File: config.mk
export PLATFORM = sky130hd
export DESIGN_NAME = control_divisor_flat
export DESIGN_NICKNAME = d
export VERILOG_FILES = /design/src/rtl/divisor_pkg.sv /design/src/rtl/control_divisor_if.sv /design/src/rtl/contador_fase.sv /design/src/rtl/control_divisor.sv /design/src/flat_wrapper.sv
export SDC_FILE = /design/constraint.sdc
export NUM_CORES = 1
export LEC_CHECK = 0
export BUFFER_PORTS_ARGS = -buffer_cell sky130_fd_sc_hd__buf_2
export CELL_PAD_IN_SITES_DETAIL_PLACEMENT = 1
export CELL_PAD_IN_SITES_GLOBAL_PLACEMENT = 1
export CORE_ASPECT_RATIO = 1.2
export CORE_MARGIN = 1
export CORE_UTILIZATION = 25
export CTS_BUF_LIST = sky130_fd_sc_hd__clkbuf_4 sky130_fd_sc_hd__clkbuf_8
export DETAILED_ROUTE_END_ITERATION = 7
export GPL_ROUTABILITY_DRIVEN = 1
export PLACE_DENSITY_LB_ADDON = 0.12
export SETUP_SLACK_MARGIN = 0.4
export SYNTH_ARGS = -nofsm -noshare
export SYNTH_HDL_FRONTEND = slang
export SYNTH_HIERARCHICAL = 1
export SYNTH_SLANG_ARGS = --single-unit
File: constraint.sdc
create_clock -name clk -period 9.9 [get_ports clk]
set_clock_uncertainty 0.2 [all_clocks]
set_input_delay 0.99 -clock clk [delete_from_list [all_inputs] [get_ports clk]]
set_output_delay 0.99 -clock clk [all_outputs]
set_load 0.01 [all_outputs]
File: src/rtl/divisor_pkg.sv
// Shared types and defaults for the control_divisor clock divider.
package divisor_pkg;

    localparam int unsigned NDefault    = 32;
    localparam int unsigned HalfDefault = 750000;

    typedef enum logic [1:0] {
        StIdle,
        StRun,
        StPend
    } state_e;

endpackage

File: src/rtl/control_divisor_if.sv
// Run/config handshake and divided-clock outputs of control_divisor.
// CONTROL_DIVISOR_STATUS_EN adds the periodos completed-period count.
interface control_divisor_if
    import divisor_pkg::*;
#(
    parameter int unsigned N = NDefault
) ();

    logic         en;
    logic         cfg_valid;
    logic [N-1:0] cfg_half;
    logic         cfg_ready;
    logic         clock_out;
    logic         tick;
    logic         busy;
`ifdef CONTROL_DIVISOR_STATUS_EN
    logic [15:0]  periodos;
`endif

    modport master (
        output en, cfg_valid, cfg_half,
`ifdef CONTROL_DIVISOR_STATUS_EN
        input  periodos,
`endif
        input  cfg_ready, clock_out, tick, busy
    );

    modport slave (
        input  en, cfg_valid, cfg_half,
`ifdef CONTROL_DIVISOR_STATUS_EN
        output periodos,
`endif
        output cfg_ready, clock_out, tick, busy
    );

endinterface

File: src/rtl/contador_fase.sv
// Phase counter for one divided-clock period (0..2H-1) with terminal-count flags.
module contador_fase
    import divisor_pkg::*;
#(
    parameter int unsigned N = NDefault
) (
    input  logic         clk,
    input  logic         rst_n,
    input  logic         run,
    input  logic [N-1:0] half,
    output logic         at_half,
    output logic         at_wrap
);

    // One extra bit so 2H never overflows.
    logic [N:0] cnt_q, cnt_d;
    logic [N:0] half_m1;
    logic [N:0] period_m1;

    assign half_m1   = {1'b0, half} - (N+1)'(1);
    assign period_m1 = {half, 1'b0} - (N+1)'(1);

    assign at_half = (cnt_q == half_m1);
    // >= keeps the count bounded even if H shrank while the count was high.
    assign at_wrap = (cnt_q >= period_m1);

    always_comb begin
        cnt_d = cnt_q + (N+1)'(1);
        if (!run || at_wrap) begin
            cnt_d = '0;
        end
    end

    always_ff @(posedge clk or negedge rst_n) begin
        if (!rst_n) begin
            cnt_q <= '0;
        end else begin
            cnt_q <= cnt_d;
        end
    end

endmodule

File: src/rtl/control_divisor.sv
// Programmable square-wave divider: low for H clk cycles, high for H, reconfigured only at wrap.
// CONTROL_DIVISOR_STATUS_EN adds the periodos completed-period counter.
module control_divisor
    import divisor_pkg::*;
#(
    parameter int unsigned N            = NDefault,
    parameter int unsigned HALF_DEFAULT = HalfDefault
) (
    input  logic               clk,
    input  logic               rst_n,
    control_divisor_if.slave   bus
);

    localparam logic [N-1:0] HalfRst = (HALF_DEFAULT == 0) ? N'(1) : N'(HALF_DEFAULT);

    state_e       state_q, state_d;
    logic [N-1:0] half_q, half_d;
    logic [N-1:0] shadow_q, shadow_d;
    logic         busy_q, busy_d;
    logic         clock_out_q, clock_out_d;
    logic         tick_q, tick_d;
    logic [N-1:0] cfg_val;
    logic         xfer;
    logic         run;
    logic         at_half;
    logic         at_wrap;

    assign bus.cfg_ready = (state_q != StPend);
    assign xfer          = bus.cfg_valid && bus.cfg_ready;
    assign cfg_val       = (bus.cfg_half == '0) ? N'(1) : bus.cfg_half;
    assign run           = (state_q != StIdle);

    contador_fase #(
        .N(N)
    ) u_fase (
        .clk    (clk),
        .rst_n  (rst_n),
        .run    (run),
        .half   (half_q),
        .at_half(at_half),
        .at_wrap(at_wrap)
    );

    always_comb begin
        state_d     = state_q;
        half_d      = half_q;
        shadow_d    = shadow_q;
        busy_d      = busy_q;
        clock_out_d = clock_out_q;
        tick_d      = 1'b0;

        unique case (state_q)
            StIdle: begin
                if (xfer) begin
                    half_d = cfg_val;
                end
                if (bus.en) begin
                    state_d = StRun;
                end
            end
            StRun: begin
                // Stopping at wrap: a config offered on that same cycle can land in H directly.
                if (at_wrap && !bus.en) begin
                    state_d = StIdle;
                    if (xfer) begin
                        half_d = cfg_val;
                    end
                end else if (xfer) begin
                    shadow_d = cfg_val;
                    busy_d   = 1'b1;
                    state_d  = StPend;
                end
            end
            StPend: begin
                if (at_wrap) begin
                    half_d  = shadow_q;
                    busy_d  = 1'b0;
                    state_d = bus.en ? StRun : StIdle;
                end
            end
            default: state_d = StIdle;
        endcase

        if (state_q == StIdle) begin
            clock_out_d = 1'b0;
        end else if (at_wrap) begin
            clock_out_d = 1'b0;
        end else if (at_half) begin
            clock_out_d = 1'b1;
            tick_d      = 1'b1;
        end
    end

    always_ff @(posedge clk or negedge rst_n) begin
        if (!rst_n) begin
            state_q     <= StIdle;
            half_q      <= HalfRst;
            shadow_q    <= '0;
            busy_q      <= 1'b0;
            clock_out_q <= 1'b0;
            tick_q      <= 1'b0;
        end else begin
            state_q     <= state_d;
            half_q      <= half_d;
            shadow_q    <= shadow_d;
            busy_q      <= busy_d;
            clock_out_q <= clock_out_d;
            tick_q      <= tick_d;
        end
    end

    assign bus.clock_out = clock_out_q;
    assign bus.tick      = tick_q;
    assign bus.busy      = busy_q;

`ifdef CONTROL_DIVISOR_STATUS_EN
    logic [15:0] periodos_q;

    always_ff @(posedge clk or negedge rst_n) begin
        if (!rst_n) begin
            periodos_q <= '0;
        end else if (run && at_wrap) begin
            periodos_q <= periodos_q + 16'd1;
        end
    end

    assign bus.periodos = periodos_q;
`endif

endmodule

File: src/flat_wrapper.sv
// flat-port wrapper written by rule: the top's interface ports become plain ports
module control_divisor_flat import divisor_pkg::*;
#(
    parameter int unsigned N            = NDefault,
    parameter int unsigned HALF_DEFAULT = HalfDefault
)
  (clk, rst_n, bus_en, bus_cfg_valid, bus_cfg_half, bus_cfg_ready, bus_clock_out, bus_tick, bus_busy);
  control_divisor_if #(.N(N)) bus_i ();
  input  logic clk;
  input  logic rst_n;
  input wire logic [$bits(bus_i.en)-1:0] bus_en;
  input wire logic [$bits(bus_i.cfg_valid)-1:0] bus_cfg_valid;
  input wire logic [$bits(bus_i.cfg_half)-1:0] bus_cfg_half;
  output wire logic [$bits(bus_i.cfg_ready)-1:0] bus_cfg_ready;
  output wire logic [$bits(bus_i.clock_out)-1:0] bus_clock_out;
  output wire logic [$bits(bus_i.tick)-1:0] bus_tick;
  output wire logic [$bits(bus_i.busy)-1:0] bus_busy;
  assign bus_i.en = bus_en;
  assign bus_i.cfg_valid = bus_cfg_valid;
  assign bus_i.cfg_half = bus_cfg_half;
  assign bus_cfg_ready = bus_i.cfg_ready;
  assign bus_clock_out = bus_i.clock_out;
  assign bus_tick = bus_i.tick;
  assign bus_busy = bus_i.busy;
  control_divisor #(.N(N), .HALF_DEFAULT(HALF_DEFAULT)) u_core (.clk(clk), .rst_n(rst_n), .bus(bus_i));
endmodule
==> run metrics, run 1 <==
# H-tree levels=3; Vias/cell=4.962; root buf cell=clkbuf_8; Std-Cell Core Area=27,420 um^2; setup_tns=0 ns; Seq/Total Area, Yosys=0.3642; Fin. Hold Viols=0; final setup fails=0; Die Width=155.2 um; crit path DAT=between 6 and 7 ns; FP Rows=66; Post-synth top flop=dfrtp_1; CP max-delay cell=nor2_4; Max Slew Vio Count=0; PostCTS Resize Cnt=0; Hold Startpoint=u_core/shadow_q[16]; Setup Buffers After CTS=0; FF-to-FF End=u_core/half_q[21]; drt wl/cell=18.90 um; cell area after layout=slightly below 8000 um^2; DRC Markers=0; CP bufs+invs=1; Sink Count=102; post-route ant nets=0; Max-cap violations=0; reg2reg start=u_core/half_q[11]; # placed instances=1,075; worst r2r path cells=17; fin crit period=6.318 ns; r2r setup slk=~3.6 ns; Filler cells=3,175; Initial Util=0.2569; Tot GR Track Use=0.1519; Synth cell types=67; chip height=185.9 um; Async S/R FF share, synth=1.000; status=finished clean; period utilisation layout=0.6382; share of layout cells above drive strength 1=0.2399; CP top delay family=simple AND/OR/NAND/NOR gates; top cell type's share of synthesized area=0.3269; Pre-Repair DR Iteration Count=4; Post-DP Area=7581 um^2; I/O Pins=40; critical path required time=9.99 ns; CTS clk-pin slew, worst paths=between 0.1 and 0.15 ns; GR Overflow Total=0; antenna diode count=0; Cell Area, Synth=between 7000 and 8000 um^2; final WL=~21,000 um; CTS tree=done; most used cell, CP=a21o_1; Tot Pwr=0.001795 W; RSZ-0062 raised after global routing=false; CP peak stage delay=0.74 ns; Post-Syn Nets=760; fmax=0.1583 GHz; first-pass GRT wire length=33,350 um; startpoint types=flip-flop; worst hold slack=0.2941 ns; DR vias=5,414; worst relative slew slack=0.2203; maximum VDD drop=0.08463 mV; clk_lat worst skew=0.40 ns; initial antenna violation count=0; PortBufs=39; CP Cell Sequence=or4_1 -> or4_4 -> nor3_1 -> xnor2_1 -> ha_1 -> a21o_1 -> a21o_1 -> a21oi_1 -> nor2b_1 -> o21ai_0 -> a21oi_2 -> buf_4 -> or3_1 -> nand2b_1 -> a211oi_2 -> nor2_4 -> mux2_2; CP max FO=34; most frequent cells in the layout=dfrtp_1, mux2_2, xnor2_1; worst slew pin tran=1.168 ns; Layout Nets=between 700 and 800; vias in the first global route=5,876; synthesized instance count=690; Finished Layout Cells=between 1,000 and 1,500; RePlAce Congestion=between 0.7 and 0.8; Synth warnings=6; critical path endpoint category=flip-flop; synth top area cells=dfrtp_1, mux2_2, xnor2_1; post-synth top area cell=dfrtp_1; Bufs on Longest Clock Path=2; Post-synth EDFFs=0; Syn Area/Cell=~10 um^2; Hold Crit Endpoint=u_core/shadow_q[16]; register bit count reported by yosys=102; Crit Path Category=reg2reg; DPL Wire Length=approximately 15,000 um; largest net degree at the start of global routing=56; hold_buf cts=0; PD cells=approximately 230 nW/um^2; Die ar.=28,850 um^2; CTS Buf Count=9; Leak=3.191 nW; Worst Hold Depth=1; DR iter-0 viols=200; Min-Delay Path Class=reg2reg; commonest non-fill, non-tap cell in the layout=dfrtp_1; area delta synth->final=10.64%
-- Yosys cell counts, types with 2 or more instances --
master and count:
nor3_1 20, o221ai_1 2, buf_2 6, o31ai_1 2, a32o_1 2, o41ai_1 2, and2_1 4, nand2_1 51
nand4_1 20, nor4b_1 2, nor2_1 32, mux2_2 80, nand3_1 16, nor2b_1 7, xnor3_1 2, dfstp_2 10
nor4_1 50, a31oi_1 2, inv_1 17, a21o_1 14, nor4_2 2, o21ai_0 9, xor2_1 27, or4_1 6
mux2i_1 4, or3_1 12, ha_1 34, and4_1 5, or2_2 4, o211ai_1 2, clkbuf_1 22, o311ai_0 2
or4_4 2, nor3b_1 6, mux2_1 14, xnor2_1 55, dfrtp_1 92, a21oi_1 11, and3_1 3, nand2b_1 4
buf_6 7
-- final cells by class --
cell class                 count  area, um^2  share of cell area
clock buffer                  10       137.6             0.01766
timing repair buffer          47       257.7             0.03308
multi-input combinational    534        4223              0.5419
clock inverter                 6       73.82            0.009473
inverter                      18       67.56            0.008671
sequential                   102        2565              0.3292
tap                          374       467.9             0.06005
-- cells by family after synthesis --
group | count (synthesis) | synth area share
flip-flops | 102 | 0.3642
AO/OA/AOI/OAI | 63 | 0.06378
buffers and inverters | 54 | 0.03748
adder cells (fa/ha/maj) | 34 | 0.06040
AND/OR/NAND/NOR | 254 | 0.2064
XOR/XNOR | 85 | 0.1117
multiplexers | 98 | 0.1560
-- worst max path at each step --
stage          depth (start not counted)  slack (ns)            endpoint               from
3_5_place_dp                          17        3.55   u_core/half_q[27]  u_core/half_q[11]
5_1_grt                               17        3.21    u_core/half_q[3]  u_core/half_q[11]
4_1_cts                               17        3.55   u_core/half_q[15]  u_core/half_q[11]
3_3_place_gp                          17        3.78   u_core/half_q[27]  u_core/half_q[11]
2_1_floorplan                         19        4.78  u_core/shadow_q[1]  u_core/half_q[12]
6_report                              17        3.58   u_core/half_q[21]  u_core/half_q[11]
-- sequential cells by signal (all words and copies together), names as in the netlist --
name,count
u_core/u_fase/cnt_q,33
u_core/half_q,32
u_core/shadow_q,32
u_core/state_q,2
u_core/bus.busy,1
u_core/bus.clock_out,1
u_core/bus.tick,1
-- metal layers --
metal  GRT usage  vias to the layer above  part of all wire
met1      0.1928                     2738              0.47
li1            -                     2575                 -
met4     0.04314                        0             0.016
met3     0.02212                       21             0.023
met5           0                        -                 0
met2      0.2668                       80              0.50
-- worst register-to-register path, stage by stage (launching register included) --
cell and delay [ns]:
dfrtp_1 0.48, or4_1 0.65, or4_4 0.69, nor3_1 0.59, xnor2_1 0.19, ha_1 0.26, a21o_1 0.17, a21o_1 0.17
a21oi_1 0.16, nor2b_1 0.07, o21ai_0 0.20, a21oi_2 0.07, buf_4 0.25, or3_1 0.59, nand2b_1 0.18, a211oi_2 0.12
nor2_4 0.74, mux2_2 0.43
-- metrics by stage --
stage	worst slack, ns	util
6_report	3.582	0.2842
4_1_cts	3.549	0.2842
5_1_grt	3.206	0.2842
3_3_place_gp	3.783	0.2765
2_1_floorplan	4.775	-
3_5_place_dp	3.553	0.2765
-- report_power, final --
| group | total, W | switching [W] | internal [W] |
|---|---|---|---|
| Combinational | 0.000736 | 0.000358 | 0.000378 |
| Sequential | 0.000759 | 0.000182 | 0.000577 |
| Clock | 0.000301 | 0.000173 | 0.000128 |
| Total | 0.00180 | 0.000713 | 0.00108 |
Note: power is estimated with default switching activity, not from simulation.
==> inputs of run 2 (changes only) <==
==> constraint.sdc (replaced) <==
create_clock -name clk -period 6.5 [get_ports clk]
set_clock_uncertainty 0.2 [all_clocks]
set_input_delay 0.65 -clock clk [delete_from_list [all_inputs] [get_ports clk]]
set_output_delay 0.65 -clock clk [all_outputs]
set_load 0.01 [all_outputs]
==> run 2 against run 1 <==
Compared with the run above:
- the run now ends with negative hold slack left
- largest power group unchanged
- fmax increased by 12%
- first-iteration DRC count is 27% lower
- sequential share of layout area down 0.16 points
- highest routed layer unchanged
- core utilization grew 0.14 points
- clock-buffer cell count is the same
- combinational power up 52%
- via count is 0.72% higher
- sequential power rose by 53%
- sequential cell count is the same
- die area stayed put
- non-clock buffer count is 3 higher
==> run metrics, run 2 (synthesis results as in run 1) <==
Sw Ratio=0.4013 (was 0.3971); Tot GR Track Use=0.1562 (was 0.1519); Vias/cell=4.984 (was 4.962); period utilisation layout=0.8662 (was 0.6382); Pre-Repair DR Iteration Count=4 (unchanged); Bufs on Longest Clock Path=2 (unchanged); RePlAce Congestion=0.8301 (was 0.7873); vias in the first global route=5,982 (was 5,876); PortBufs=39 (unchanged); drt wl/cell=19.28 um (was 18.90 um); Std-Cell Core Area=27,420 um^2 (unchanged); final setup fails=0 (unchanged); antenna diode count=0 (unchanged); Max-cap violations=0 (unchanged); Post-DP Area=7604 um^2 (was 7581 um^2); worst r2r path cells=16 (was 17); PostCTS Resize Cnt=0 (unchanged); net load switching power=0.001108 W (was 0.0007129 W); status=complete, but fails checks (was finished clean); CTS Buf Count=9 (unchanged); area delta synth->final=11.17% (was 10.64%); CTS clk-pin slew, worst paths=0.12 ns (was 0.11 ns); FP Rows=66 (unchanged); failing checks=negative hold slack; worst relative slew slack=0.2103 (was 0.2203); CP max FO=35 (was 34); first-pass GRT wire length=34,300 um (was 33,350 um); DRC Markers=0 (unchanged); RSZ-0062 raised after global routing=false (unchanged); clk_lat worst skew=0.42 ns (was 0.40 ns); Finished Core Util=0.2856 (was 0.2842); Die ar.=28,850 um^2 (unchanged); worst slew pin tran=1.183 ns (was 1.168 ns); Initial Util=0.2569 (unchanged); I/O Pins=40 (unchanged); DR vias=5,453 (was 5,414); Pint=0.001652 W (was 0.001083 W); critical path endpoint category=flip-flop (unchanged); Leak=3.205 nW (was 3.191 nW); Fin. Hold Viols=7 (was 0); initial antenna violation count=0 (unchanged); PD cells=352.5 nW/um^2 (was 230.4 nW/um^2); DPL Wire Length=15,850 um (was 15,450 um); Max Slew Vio Count=0 (unchanged); Setup Buffers After CTS=0 (unchanged); fin crit period=5.630 ns (was 6.318 ns); hold_buf cts=0 (unchanged); # H-tree levels=3 (unchanged); Finished Layout Cells=1,094 (was 1,091); Min-Delay Path Class=in2async (was reg2reg); startpoint types=flip-flop (unchanged); final WL=21,090 um (was 20,620 um); GR Overflow Total=0 (unchanged); fmax=0.1776 GHz (was 0.1583 GHz); Sink Count=102 (unchanged); Reg with most FFs=u_core/u_fase/cnt_q (unchanged); # placed instances=1,078 (was 1,075); cell area after layout=7830 um^2 (was 7792 um^2); worst hold slack=-0.007830 ns (was 0.2941 ns); commonest non-fill, non-tap cell in the layout=dfrtp_1 (unchanged); critical path required time=6.59 ns (was 9.99 ns); maximum VDD drop=0.1523 mV (was 0.08463 mV); combinational share of power=0.407 (was 0.410); DR iter-0 viols=146 (was 200); setup_tns=0 ns (unchanged); sequential share of power=0.422 (was 0.423); Die Width=155.2 um (unchanged); max reg flops=33 (unchanged); largest net degree at the start of global routing=68 (was 56); root buf cell=clkbuf_8 (unchanged); r2r setup slk=0.87 ns (was 3.58 ns); Crit Path Category=reg2reg (unchanged); share of layout cells above drive strength 1=0.2458 (was 0.2399); CTS tree=done (unchanged); most frequent cells in the layout=dfrtp_1, mux2_2, xnor2_1 (unchanged); crit path DAT=5.72 ns (was 6.41 ns); clock power share=0.171 (was 0.168); largest registers=u_core/u_fase/cnt_q: 33 flops, u_core/half_q: 32 flops, u_core/shadow_q: 32 flops (unchanged); post-route ant nets=0 (unchanged); Layout Nets=785 (was 782); chip height=185.9 um (unchanged)
[run 2: changes by cell type in the layout (fill, tap and decap cells not counted), sizes merged]
cell | previous run | this run
buf | 47 | 50
clkinv | 2 | 1
clkinvlp | 0 | 1
[run 2: through the flow]
stage	worst slack [ns]	total power, W
2_1_floorplan	1.375	0.001972
3_3_place_gp	0.7461	0.002266
3_5_place_dp	0.6735	0.002320
4_1_cts	0.6389	0.002802
5_1_grt	0.4628	0.002967
6_report	0.8697	0.002760
[run 2: power by group through the flow]
stage               registers (W)  clock network (W)  logic (W)
floorplan                 0.00104                  0   0.000931
global placement          0.00116                  0    0.00110
detailed placement        0.00118                  0    0.00114
CTS                       0.00116           0.000490    0.00115
global route              0.00121           0.000507    0.00125
finish                    0.00116           0.000472    0.00112
[run 2: cell type report]
type | instances | area (um^2)
Clock buffer | 10 | 137.6
Timing Repair Buffer | 50 | 280.3
Fill cell | 3218 | 19590
Inverter | 18 | 67.56
Multi-Input combinational cell | 534 | 4234
Sequential cell | 102 | 2565
Clock inverter | 6 | 77.57
Tap cell | 374 | 467.9
[run 2: worst paths after layout]
check / startpoint / endpoint
max in group asynchronous: rst_n / u_core/shadow_q[8]
max: u_core/half_q[9] / u_core/shadow_q[12]
min: rst_n / u_core/half_q[29]
max reg2reg: u_core/half_q[9] / u_core/shadow_q[12]
min reg2reg: u_core/shadow_q[30] / u_core/shadow_q[30]
min in group clk: bus_cfg_valid / u_core/state_q[0]
[run 2: worst max-delay path, stage by stage (launching register included)]
cell and delay, ns:
dfrtp_1 0.42, or4_1 0.68, or3_1 0.64, or3_1 0.44, xor2_1 0.17, ha_1 0.30
a21o_1 0.17, a21o_1 0.18, a21oi_1 0.13, o21ai_0 0.16, a21oi_1 0.28, nor2_2 0.06
or3_1 0.45, nand2b_1 0.16, nor4b_4 0.20, buf_4 0.45, mux2_2 0.40
[run 2: layer usage]
| metal | track usage | vias to the layer above | wire (um) |
|---|---|---|---|
| li1 | - | 2582 | - |
| met4 | 0.03922 | 0 | 257 |
| met2 | 0.2771 | 73 | 10580 |
| met3 | 0.02282 | 21 | 513 |
| met5 | 0 | - | 0 |
| met1 | 0.1978 | 2777 | 9743 |
